## config.mk

```make
export PLATFORM = sky130hd
export DESIGN_NAME = instr_encoder
export DESIGN_NICKNAME = d
export VERILOG_FILES = /design/src/rtl/instr_enc_pkg.sv /design/src/rtl/instr_field_encoder.sv /design/src/rtl/instr_encoder.sv
export SDC_FILE = /design/constraint.sdc
export NUM_CORES = 1
export LEC_CHECK = 0
export ABC_CLOCK_PERIOD_IN_PS = 7100
export BUFFER_PORTS_ARGS = -buffer_cell sky130_fd_sc_hd__buf_2
export CORE_AREA = 2 2 104 106
export DETAILED_ROUTE_END_ITERATION = 7
export DIE_AREA = 0 0 106 108
export HOLD_SLACK_MARGIN = 0.02
export PLACE_DENSITY_LB_ADDON = 0.2
export SLEW_MARGIN = 20
export SYNTH_ARGS = -nofsm -noshare
export SYNTH_HDL_FRONTEND = slang
export SYNTH_SLANG_ARGS = --single-unit
```

## constraint.sdc

```tcl
create_clock -name clk_i -period 7.1 [get_ports clk_i]
set_clock_uncertainty 0.15 [all_clocks]
set_input_delay 1.065 -clock clk_i [delete_from_list [all_inputs] [get_ports clk_i]]
set_output_delay 1.065 -clock clk_i [all_outputs]
set_load 0.02 [all_outputs]
```

## src/rtl/instr_enc_pkg.sv

```systemverilog
// -----------------------------------------------------------------------------
// instr_enc_pkg
// Shared definitions for the instruction encoder:
//   - instruction class enumeration (request-channel class codes 0..12)
//   - major opcode and R-type funct constants
//   - encoder FSM state enumeration
//   - NOP word used for branch-delay padding
//   - is_branch() helper for the classes that may need a trailing pad
// -----------------------------------------------------------------------------
package instr_enc_pkg;

  typedef enum logic [3:0] {
    CLS_ADD  = 4'd0,
    CLS_SUB  = 4'd1,
    CLS_AND  = 4'd2,
    CLS_OR   = 4'd3,
    CLS_SLT  = 4'd4,
    CLS_ADDI = 4'd5,
    CLS_SLTI = 4'd6,
    CLS_BEQ  = 4'd7,
    CLS_BNE  = 4'd8,
    CLS_BGE  = 4'd9,
    CLS_BGT  = 4'd10,
    CLS_LW   = 4'd11,
    CLS_SW   = 4'd12
  } instr_class_e;

  typedef enum logic [2:0] {
    ST_IDLE,
    ST_ACCEPT,
    ST_WRITE,
    ST_PAD,
    ST_DONE
  } enc_state_e;

  // Major opcodes
  localparam logic [5:0] OP_RTYPE = 6'b000000;
  localparam logic [5:0] OP_ADDI  = 6'b001000;
  localparam logic [5:0] OP_SLTI  = 6'b001010;
  localparam logic [5:0] OP_BEQ   = 6'b000100;
  localparam logic [5:0] OP_BNE   = 6'b000101;
  localparam logic [5:0] OP_BGE   = 6'b000001;
  localparam logic [5:0] OP_BGT   = 6'b000111;
  localparam logic [5:0] OP_LW    = 6'b100011;
  localparam logic [5:0] OP_SW    = 6'b101011;

  // R-type function codes
  localparam logic [5:0] FUNCT_ADD = 6'b100000;
  localparam logic [5:0] FUNCT_SUB = 6'b100010;
  localparam logic [5:0] FUNCT_AND = 6'b100100;
  localparam logic [5:0] FUNCT_OR  = 6'b100101;
  localparam logic [5:0] FUNCT_SLT = 6'b101010;

  localparam logic [31:0] NOP_WORD = 32'h0000_0000;

  function automatic logic is_branch(input logic [3:0] cls);
    return (cls == CLS_BEQ) || (cls == CLS_BNE) || (cls == CLS_BGE) || (cls == CLS_BGT);
  endfunction

endpackage

```

## src/rtl/instr_field_encoder.sv

```systemverilog
// -----------------------------------------------------------------------------
// instr_field_encoder
// Purely combinational mapping of an instruction class plus register and
// immediate fields to a 32-bit machine word.
//   cls     in  4   instruction class (13..15 are illegal)
//   rs      in  5   source register
//   rt      in  5   second source / target register
//   rd      in  5   destination register (R-type only)
//   imm     in  16  immediate, passed through unmodified (branch offset in words)
//   word    out 32  encoded instruction, zero for an illegal class
//   illegal out 1   class has no encoding
// -----------------------------------------------------------------------------
module instr_field_encoder
  import instr_enc_pkg::*;
(
  input  logic [3:0]  cls,
  input  logic [4:0]  rs,
  input  logic [4:0]  rt,
  input  logic [4:0]  rd,
  input  logic [15:0] imm,
  output logic [31:0] word,
  output logic        illegal
);

  logic       is_rtype;
  logic [5:0] opcode;
  logic [5:0] funct;

  // NOTE: every signal assigned in always_comb gets a default first, so no
  // path through the case can leave it holding state (an inferred latch).
  always_comb begin
    is_rtype = 1'b0;
    opcode   = OP_RTYPE;
    funct    = 6'b000000;
    illegal  = 1'b0;
    case (cls)
      CLS_ADD:  begin is_rtype = 1'b1; funct = FUNCT_ADD; end
      CLS_SUB:  begin is_rtype = 1'b1; funct = FUNCT_SUB; end
      CLS_AND:  begin is_rtype = 1'b1; funct = FUNCT_AND; end
      CLS_OR:   begin is_rtype = 1'b1; funct = FUNCT_OR;  end
      CLS_SLT:  begin is_rtype = 1'b1; funct = FUNCT_SLT; end
      CLS_ADDI: opcode = OP_ADDI;
      CLS_SLTI: opcode = OP_SLTI;
      CLS_BEQ:  opcode = OP_BEQ;
      CLS_BNE:  opcode = OP_BNE;
      CLS_BGE:  opcode = OP_BGE;
      CLS_BGT:  opcode = OP_BGT;
      CLS_LW:   opcode = OP_LW;
      CLS_SW:   opcode = OP_SW;
      default:  illegal = 1'b1;
    endcase

    if (illegal) begin
      word = 32'h0000_0000;
    end else if (is_rtype) begin
      word = {OP_RTYPE, rs, rt, rd, 5'b00000, funct};
    end else begin
      word = {opcode, rs, rt, imm};
    end
  end

endmodule

```

## src/rtl/instr_encoder.sv

```systemverilog
// -----------------------------------------------------------------------------
// instr_encoder
// Accepts instruction requests during a session, encodes them and writes the
// words to consecutive instruction-memory addresses starting at base_addr_i.
//
// Build option: define INSTR_ENC_NOP_PAD_EN to follow every written branch
// with a NOP pad word at the next address (the pad counts toward capacity).
//
// Parameter: MAX_INSTR  capacity in words (default 256, maximum 1023)
//
// Ports:
//   clk_i, rst_i                clock, asynchronous active-high reset
//   start_i, base_addr_i        open a session at a first byte address
//   busy_o, done_o              session active / session finished
//   req_valid_i/req_ready_o     request handshake
//   req_class_i, req_rs_i, req_rt_i, req_rd_i, req_imm_i, req_last_i
//                               request fields, last marks end of session
//   im_we_o, im_addr_o, im_data_o, im_ack_i
//                               instruction-memory write, held until ack
//   count_o                     words written this session
//   err_o                       sticky: illegal class or capacity overflow
// -----------------------------------------------------------------------------
module instr_encoder
  import instr_enc_pkg::*;
#(
  parameter int MAX_INSTR = 256
) (
  input  logic        clk_i,
  input  logic        rst_i,
  input  logic        start_i,
  input  logic [31:0] base_addr_i,
  output logic        busy_o,
  output logic        done_o,
  input  logic        req_valid_i,
  output logic        req_ready_o,
  input  logic [3:0]  req_class_i,
  input  logic [4:0]  req_rs_i,
  input  logic [4:0]  req_rt_i,
  input  logic [4:0]  req_rd_i,
  input  logic [15:0] req_imm_i,
  input  logic        req_last_i,
  output logic        im_we_o,
  output logic [31:0] im_addr_o,
  output logic [31:0] im_data_o,
  input  logic        im_ack_i,
  output logic [9:0]  count_o,
  output logic        err_o
);

  localparam logic [9:0] CAPACITY = 10'(MAX_INSTR);

  enc_state_e  state, state_nxt;
  logic [31:0] addr_q, data_q;
  logic [9:0]  count_q;
  logic        err_q, last_q, pad_q;

  logic [31:0] enc_word;
  logic        enc_illegal;
  logic        pad_req;
  logic        full;

  // Datapath controls decoded by the FSM
  logic        load_session, capture, word_done, set_err;

  instr_field_encoder u_field_encoder (
    .cls     (req_class_i),
    .rs      (req_rs_i),
    .rt      (req_rt_i),
    .rd      (req_rd_i),
    .imm     (req_imm_i),
    .word    (enc_word),
    .illegal (enc_illegal)
  );

`ifdef INSTR_ENC_NOP_PAD_EN
  assign pad_req = is_branch(req_class_i);
`else
  assign pad_req = 1'b0;
`endif

  assign full      = (count_q == CAPACITY);
  assign im_addr_o = addr_q;
  assign count_o   = count_q;
  assign err_o     = err_q;

  // NOTE: sequential state uses non-blocking assignments so every register
  // samples the pre-edge values; blocking here would create ordering races.
  always_ff @(posedge clk_i or posedge rst_i) begin
    if (rst_i) begin
      state <= ST_IDLE;
    end else begin
      state <= state_nxt;
    end
  end

  always_comb begin
    state_nxt    = state;
    busy_o       = 1'b0;
    done_o       = 1'b0;
    req_ready_o  = 1'b0;
    im_we_o      = 1'b0;
    im_data_o    = data_q;
    load_session = 1'b0;
    capture      = 1'b0;
    word_done    = 1'b0;
    set_err      = 1'b0;

    case (state)
      ST_IDLE, ST_DONE: begin
        done_o = (state == ST_DONE);
        if (start_i) begin
          load_session = 1'b1;
          state_nxt    = ST_ACCEPT;
        end
      end

      ST_ACCEPT: begin
        busy_o      = 1'b1;
        req_ready_o = 1'b1;
        if (req_valid_i) begin
          // Illegal or over-capacity requests are consumed without a write.
          if (enc_illegal || full) begin
            set_err   = 1'b1;
            state_nxt = req_last_i ? ST_DONE : ST_ACCEPT;
          end else begin
            capture   = 1'b1;
            state_nxt = ST_WRITE;
          end
        end
      end

      ST_WRITE: begin
        busy_o  = 1'b1;
        im_we_o = 1'b1;
        if (im_ack_i) begin
          word_done = 1'b1;
          if (pad_q) begin
            state_nxt = ST_PAD;
          end else begin
            state_nxt = last_q ? ST_DONE : ST_ACCEPT;
          end
        end
      end

      ST_PAD: begin
        busy_o    = 1'b1;
        im_data_o = NOP_WORD;
        // Capacity is rechecked here because the branch itself may have
        // taken the last free slot.
        if (full) begin
          set_err   = 1'b1;
          state_nxt = last_q ? ST_DONE : ST_ACCEPT;
        end else begin
          im_we_o = 1'b1;
          if (im_ack_i) begin
            word_done = 1'b1;
            state_nxt = last_q ? ST_DONE : ST_ACCEPT;
          end
        end
      end

      default: state_nxt = ST_IDLE;
    endcase
  end

  // NOTE: every register, including the data word, is cleared on reset so
  // all outputs read zero while rst_i is held.
  always_ff @(posedge clk_i or posedge rst_i) begin
    if (rst_i) begin
      addr_q  <= 32'h0000_0000;
      data_q  <= 32'h0000_0000;
      count_q <= 10'd0;
      err_q   <= 1'b0;
      last_q  <= 1'b0;
      pad_q   <= 1'b0;
    end else begin
      if (load_session) begin
        addr_q  <= base_addr_i;
        count_q <= 10'd0;
        err_q   <= 1'b0;
      end
      if (capture) begin
        data_q <= enc_word;
        last_q <= req_last_i;
        pad_q  <= pad_req;
      end
      if (word_done) begin
        addr_q  <= addr_q + 32'd4;
        count_q <= count_q + 10'd1;
      end
      if (set_err) begin
        err_q <= 1'b1;
      end
    end
  end

endmodule
```

Word level (Yosys, flattened, before mapping)
Index checks and enable logic that the tools add are counted.
{ "classes": {"muxes": 38, "eq_ne": 21, "reduce_logical": 10, "n_addsub": 2} }
{ "ops": {"columns": ["op", "n"], "rows": [
  ["$mux W32", 5],
  ["$pmux W6 S8", 1],
  ["$add A32 B3 Y32 const B", 1],
  ["$pmux W6 S5", 1],
  ["$mux W3", 7],
  ["$eq A4 B4 Y1 const B", 5],
  ["$mux W10", 2],
  ["$mux W1", 18],
  ["$eq A4 B3 Y1 const B", 4],
  ["$reduce_or A13 Y1", 1],
  ["$pmux W3 S4", 1],
  ["$add A10 B1 Y10 const B", 1],
  ["$eq A10 B9 Y1 const B", 1],
  ["$eq A4 B2 Y1 const B", 2],
  ["$eq A3 B2 Y1 const B", 2],
  ["$ne A2 B2 Y1 const B", 3],
  ["$pmux W1 S2", 3],
  ["$reduce_or A5 Y1", 1],
  ["$eq A4 B1 Y1 const B", 1],
  ["$logic_not A4 Y1", 1],
  ["$reduce_and A4 Y1", 1],
  ["$reduce_bool A2 Y1", 2],
  ["$eq A3 B1 Y1 const B", 1],
  ["$eq A3 B3 Y1 const B", 1],
  ["5 further kinds", 5]
]} }
{ "word_totals": {"in_bits": 73, "output_inout_bits": 79, "register_bits": 79} }

Longest topological paths before layout
{ "logic_depth": {"word_depth": 8, "depth_mapped": 9, "ltp_nobuf": 7} }

By module
From an unflattened synthesis, not the netlist that was laid out.
{ "unflattened": {"hier_cells": 487, "hier_area_um2": 4775.8} }
{ "by_module_without_submodules": {"columns": ["mod", "cells_each", "area_per_inst_um2", "seq_area_each_um2", "instances"], "rows": [
  ["instr_encoder", 408, 4286.6, 1976.9, 1],
  ["instr_field_encoder", 79, 489.2, 0.0, 1]
]} }

Least setup slack after synthesis
Ideal clock, no wire load.
{ "synth_timing": {"kind": "flip-flop to output port", "startpoint": "register count_q[5] (netlist: count_o[5])", "endpoint": "output im_we_o", "path_stages_with_launch": 4, "n_path_buf": 0, "setup_slack_ps": 4402, "arrival_ps": 1483, "cell_sequence": "dfrtp_1 > or4b_4 > nor3_4 > nor2_1"} }
{ "synth_via": {"elab_chain_cells": 3} }
{ "synth_lines": {"columns": ["item", "line_no", "rtl"], "rows": [
  ["start, declared", "instr_encoder.sv:54", "logic [9:0] count_q;"],
  ["start signal, assigned", "instr_encoder.sv:189", "count_q <= count_q + 10'd1;"],
  ["$eq A10 B9 Y1", "instr_encoder.sv:81", "assign full = (count_q == CAPACITY);"],
  ["$mux W1", "instr_encoder.sv:150", "if (full) begin"],
  ["$pmux W1 S2", "instr_encoder.sv:108", "case (state)"],
  ["end, declared", "instr_encoder.sv:42", "output logic im_we_o,"]
]} }
No other way between the ends.

Final worst setup path
{ "layout_timing": {"startpoint": "register state[2]", "endpoint": "output im_data_o[17]"} }
{ "layout_via": {"elab_chain_cells": 2} }
{ "layout_lines": {"columns": ["item", "line_no", "rtl"], "rows": [
  ["start, declared", "instr_encoder.sv:52", "enc_state_e state, state_nxt;"],
  ["start signal, assigned", "instr_encoder.sv:92", "state <= state_nxt;"],
  ["$eq A3 B2 Y1", "instr_encoder.sv:108", null],
  ["$mux W32", "instr_encoder.sv:108", null],
  ["end, declared", "instr_encoder.sv:44", "output logic [31:0] im_data_o,"]
]} }
No other way between the ends.

==> reports/qor.yml <==
grt:
  antenna_found_initial: 1
  grtUsageTotal_pct: 19.9
  overflow: 0
  grt_max_degree: 79
  grt_first_pass_wirelength_mm: 18.5
  grt_pass1_vias: 3804
place:
  gp_congestion: 0.796
  io_buffers: 150
  dp_slack_ns: 3.91
  dpl.hpwl_mm: 7.97
  placed_cell_area_sq_um: 5130
  dp_cells: 758
synthesis:
  yosys_warnings: 0
  yosysTopAreaCell: "dfrtp_1"
  synth_enable_flop_cells: 0
  syn_area_sq_um: 4320
  yosysSeqAreaShare_pct: 45.1
  ys.flop_type: "dfrtp_1"
  synth_top_area_share_pct: 45.1
  ys_ff_latch: 78
  synth_fp_nets: 575
  avgSynthCellArea_sq_um: 8.67
  async_flop_share_pct: 100
  synth_cell_type_count: 59
  synth.area.top_cells: "dfrtp_1 (45%), nand2_1 (11%), and2_1 (4.8%)"
  syn_inst: 499
timing:
  fin_crit_sh_pct: 47.8
  setup_tns_ns: 0
  setup_viol: 0
  final_max_slew_viol_count: 0
  setup_ws_ns: 3.70
  slew_headroom_pct: 42.3
  period_needed_ns: 3.40
  tightest_slew_ns: 0.865
  hold_viol: 0
  fmax_ghz: 0.294
  whs_ns: 0.306
  rsz0062_at_grt: "no"
worst_setup_path:
  crit_path_start_kind: "register"
  r2r_end: "im_addr_o[21]$_DFFE_PP0P_"
  crit_slowest_cell: "nand2_1"
  crit_end: "im_data_o[17]"
  crit_chain: "nor2b_1 -> nand2_1 -> and2_1 -> buf_2"
  crit_fanout: 32
  cp-end-kind: "output port"
  slowest_delay_ns: 0.53
  cp.arrival_ns: 2.18
  reg2reg_setup_slack_ns: 4.39
  critical_path_class: "register to output port"
  r2r_start: "count_o[0]$_DFFE_PP0P_"
  crit_required_ns: 5.88
  rr_worst_depth: 7
  crit_start: "state[2]$_DFFE_PP0P_"
power:
  power_mw: 2.19
  p_seq_share_pct: 36.4
  switchingPower_uw: 951
  p_int_mw: 1.23
  p_comb_share_pct: 45.3
  clkPwrFrac_pct: 18.3
  p_leak_nw: 2.67
  swShare_pct: 43.5
  p_per_area_nw_per_um2: 407
  ir_drop_uv: 192
clock_tree:
  cts_resized: 0
  numCtsBuffers: 9
  cts_tree: "done"
  worstSkewPairLatency_ns: 0.34
  cts_setup_buffers: 0
  clockBufferDepth: 2
  cts-root-buf: "clkbuf_8"
  hold_buffers: 0
  cts-htree-levels: 3
  clock_sinks: 78
  cts.reportedPaths.clkPinSlew_ns: 0.08
detailed_routing:
  vias: 4055
  viasPerCell: 5.25
  drc: 0
  routed_wirelength_mm: 11.1
  dr.pass1.iters: 4
  wire_per_inst_um: 14.4
  antenna_left: 0
  drtIter0Drc: 176
cells_and_area:
  stdcell_area_sq_um: 5370
  drive_gt1_share_pct: 28.6
  final_nets: 709
  n_antenna_cell: 0
  syn_to_final_growth_pct: 24.3
  finalNonFillerCells: 773
  utilization_pct: 52.5
floorplan:
  core_area_sq_um: 10200
  ioPinCount: 152
  die_w_um: 106
  initial_core_util_pct: 42.3
  die_h_um: 108
  die_area_sq_um: 11400
  rows: 37
status:
  status: "finished clean"
job:
  timing.max_cap.violations: 0
min_path:
  hp-class: "register to register"
[sequential cells by signal (all words and copies together), names as in the netlist]
signal     count
err_o          1
im_addr_o     32
count_o       10
data_q        31
state          3
last_q         1
[cells in the final DEF, fill, tap and decap left out, types with 7 or more instances in the layout]
master    Yosys  layout
o311ai_0      9       9
buf_2         6     150
nand4_1      10      10
clkbuf_8      0      10
a21oi_1       8       8
or3_1        11      11
dfrtp_1      78      78
nand3_1      38      38
and2_1       33      33
nor2_1       17      17
nand2_1     126     126
o211ai_1     22      22
o21ai_0      21      21
mux2i_1       9       9
o31ai_1       7       7
inv_1        10       9
[power groups by stage]
stage	combinational [mW]	clock, mW	sequential [mW]
after global routing	1.10	0.432	0.827
after CTS	1.01	0.413	0.794
after detailed placement	1.00	0	0.802
final	0.991	0.400	0.796
after floorplan	0.601	0	0.871
after global placement	0.983	0	0.794
[how the worst min path moves through the flow]
stage	start	end	slack, ns	depth (start not counted)
finish	data_q[26]$_DFFE_PP0P_	data_q[26]$_DFFE_PP0P_	0.31	2
global route	data_q[26]$_DFFE_PP0P_	data_q[26]$_DFFE_PP0P_	0.33	2
CTS	data_q[26]$_DFFE_PP0P_	data_q[26]$_DFFE_PP0P_	0.31	2
detailed placement	data_q[7]$_DFFE_PP0P_	data_q[7]$_DFFE_PP0P_	0.30	2
global placement	data_q[6]$_DFFE_PP0P_	data_q[6]$_DFFE_PP0P_	0.29	2
floorplan	data_q[10]$_DFFE_PP0P_	data_q[10]$_DFFE_PP0P_	0.28	2
[cell families after synthesis]
group / share of synthesized area (%)
AOI/OAI and AO/OA: 14.3
xor gates and xnor gates: 1.22
adders and majority gates: 0.868
muxes: 2.86
other: 0.0867
DFF: 45.1
buffers and inverters: 4.17
and+or+nand+nor: 31.3
[metal layers]
metal  part of all wire, %  track usage (%)  wire length [um]  up-vias
li1                      -                -                 -     2033
met1                    45             27.1              4990     1868
met2                    47             32.0              5240      140
met3                   6.9             4.10               763       12
met4                   1.0             6.39               113        2
met5                  0.11                0                12        -
[Yosys cell counts, types with 4 or more instances]
master and n:
and2_1 33, clkbuf_1 20, nand4_1 10, xnor2_1 4, mux2i_1 9, nor2_1 17, nand3_1 38, or3_1 11
o31ai_1 7, nand2_1 126, or4_1 4, dfrtp_1 78, inv_1 10, o211ai_1 22, o311ai_0 9, nor4_1 4
o21ai_0 21, buf_2 6, a21oi_1 8
[cell type report]
class                           instances  area [sq um]
Sequential cell                        78          1950
Inverter                               10          38.8
Fill cell                            1001          4860
Timing Repair Buffer                  154           785
Tap cell                              136           170
Multi-Input combinational cell        380          2190
Clock buffer                           11           141
Clock inverter                          4          95.1
[worst max-delay path, delay by kind of cell (launching register included)]
kind / cells / cell delay (ns)
simple gates: 3 / 1.19
flops: 1 / 0.48
buf+inv: 1 / 0.16
Note: power is estimated with default switching activity, not from simulation.
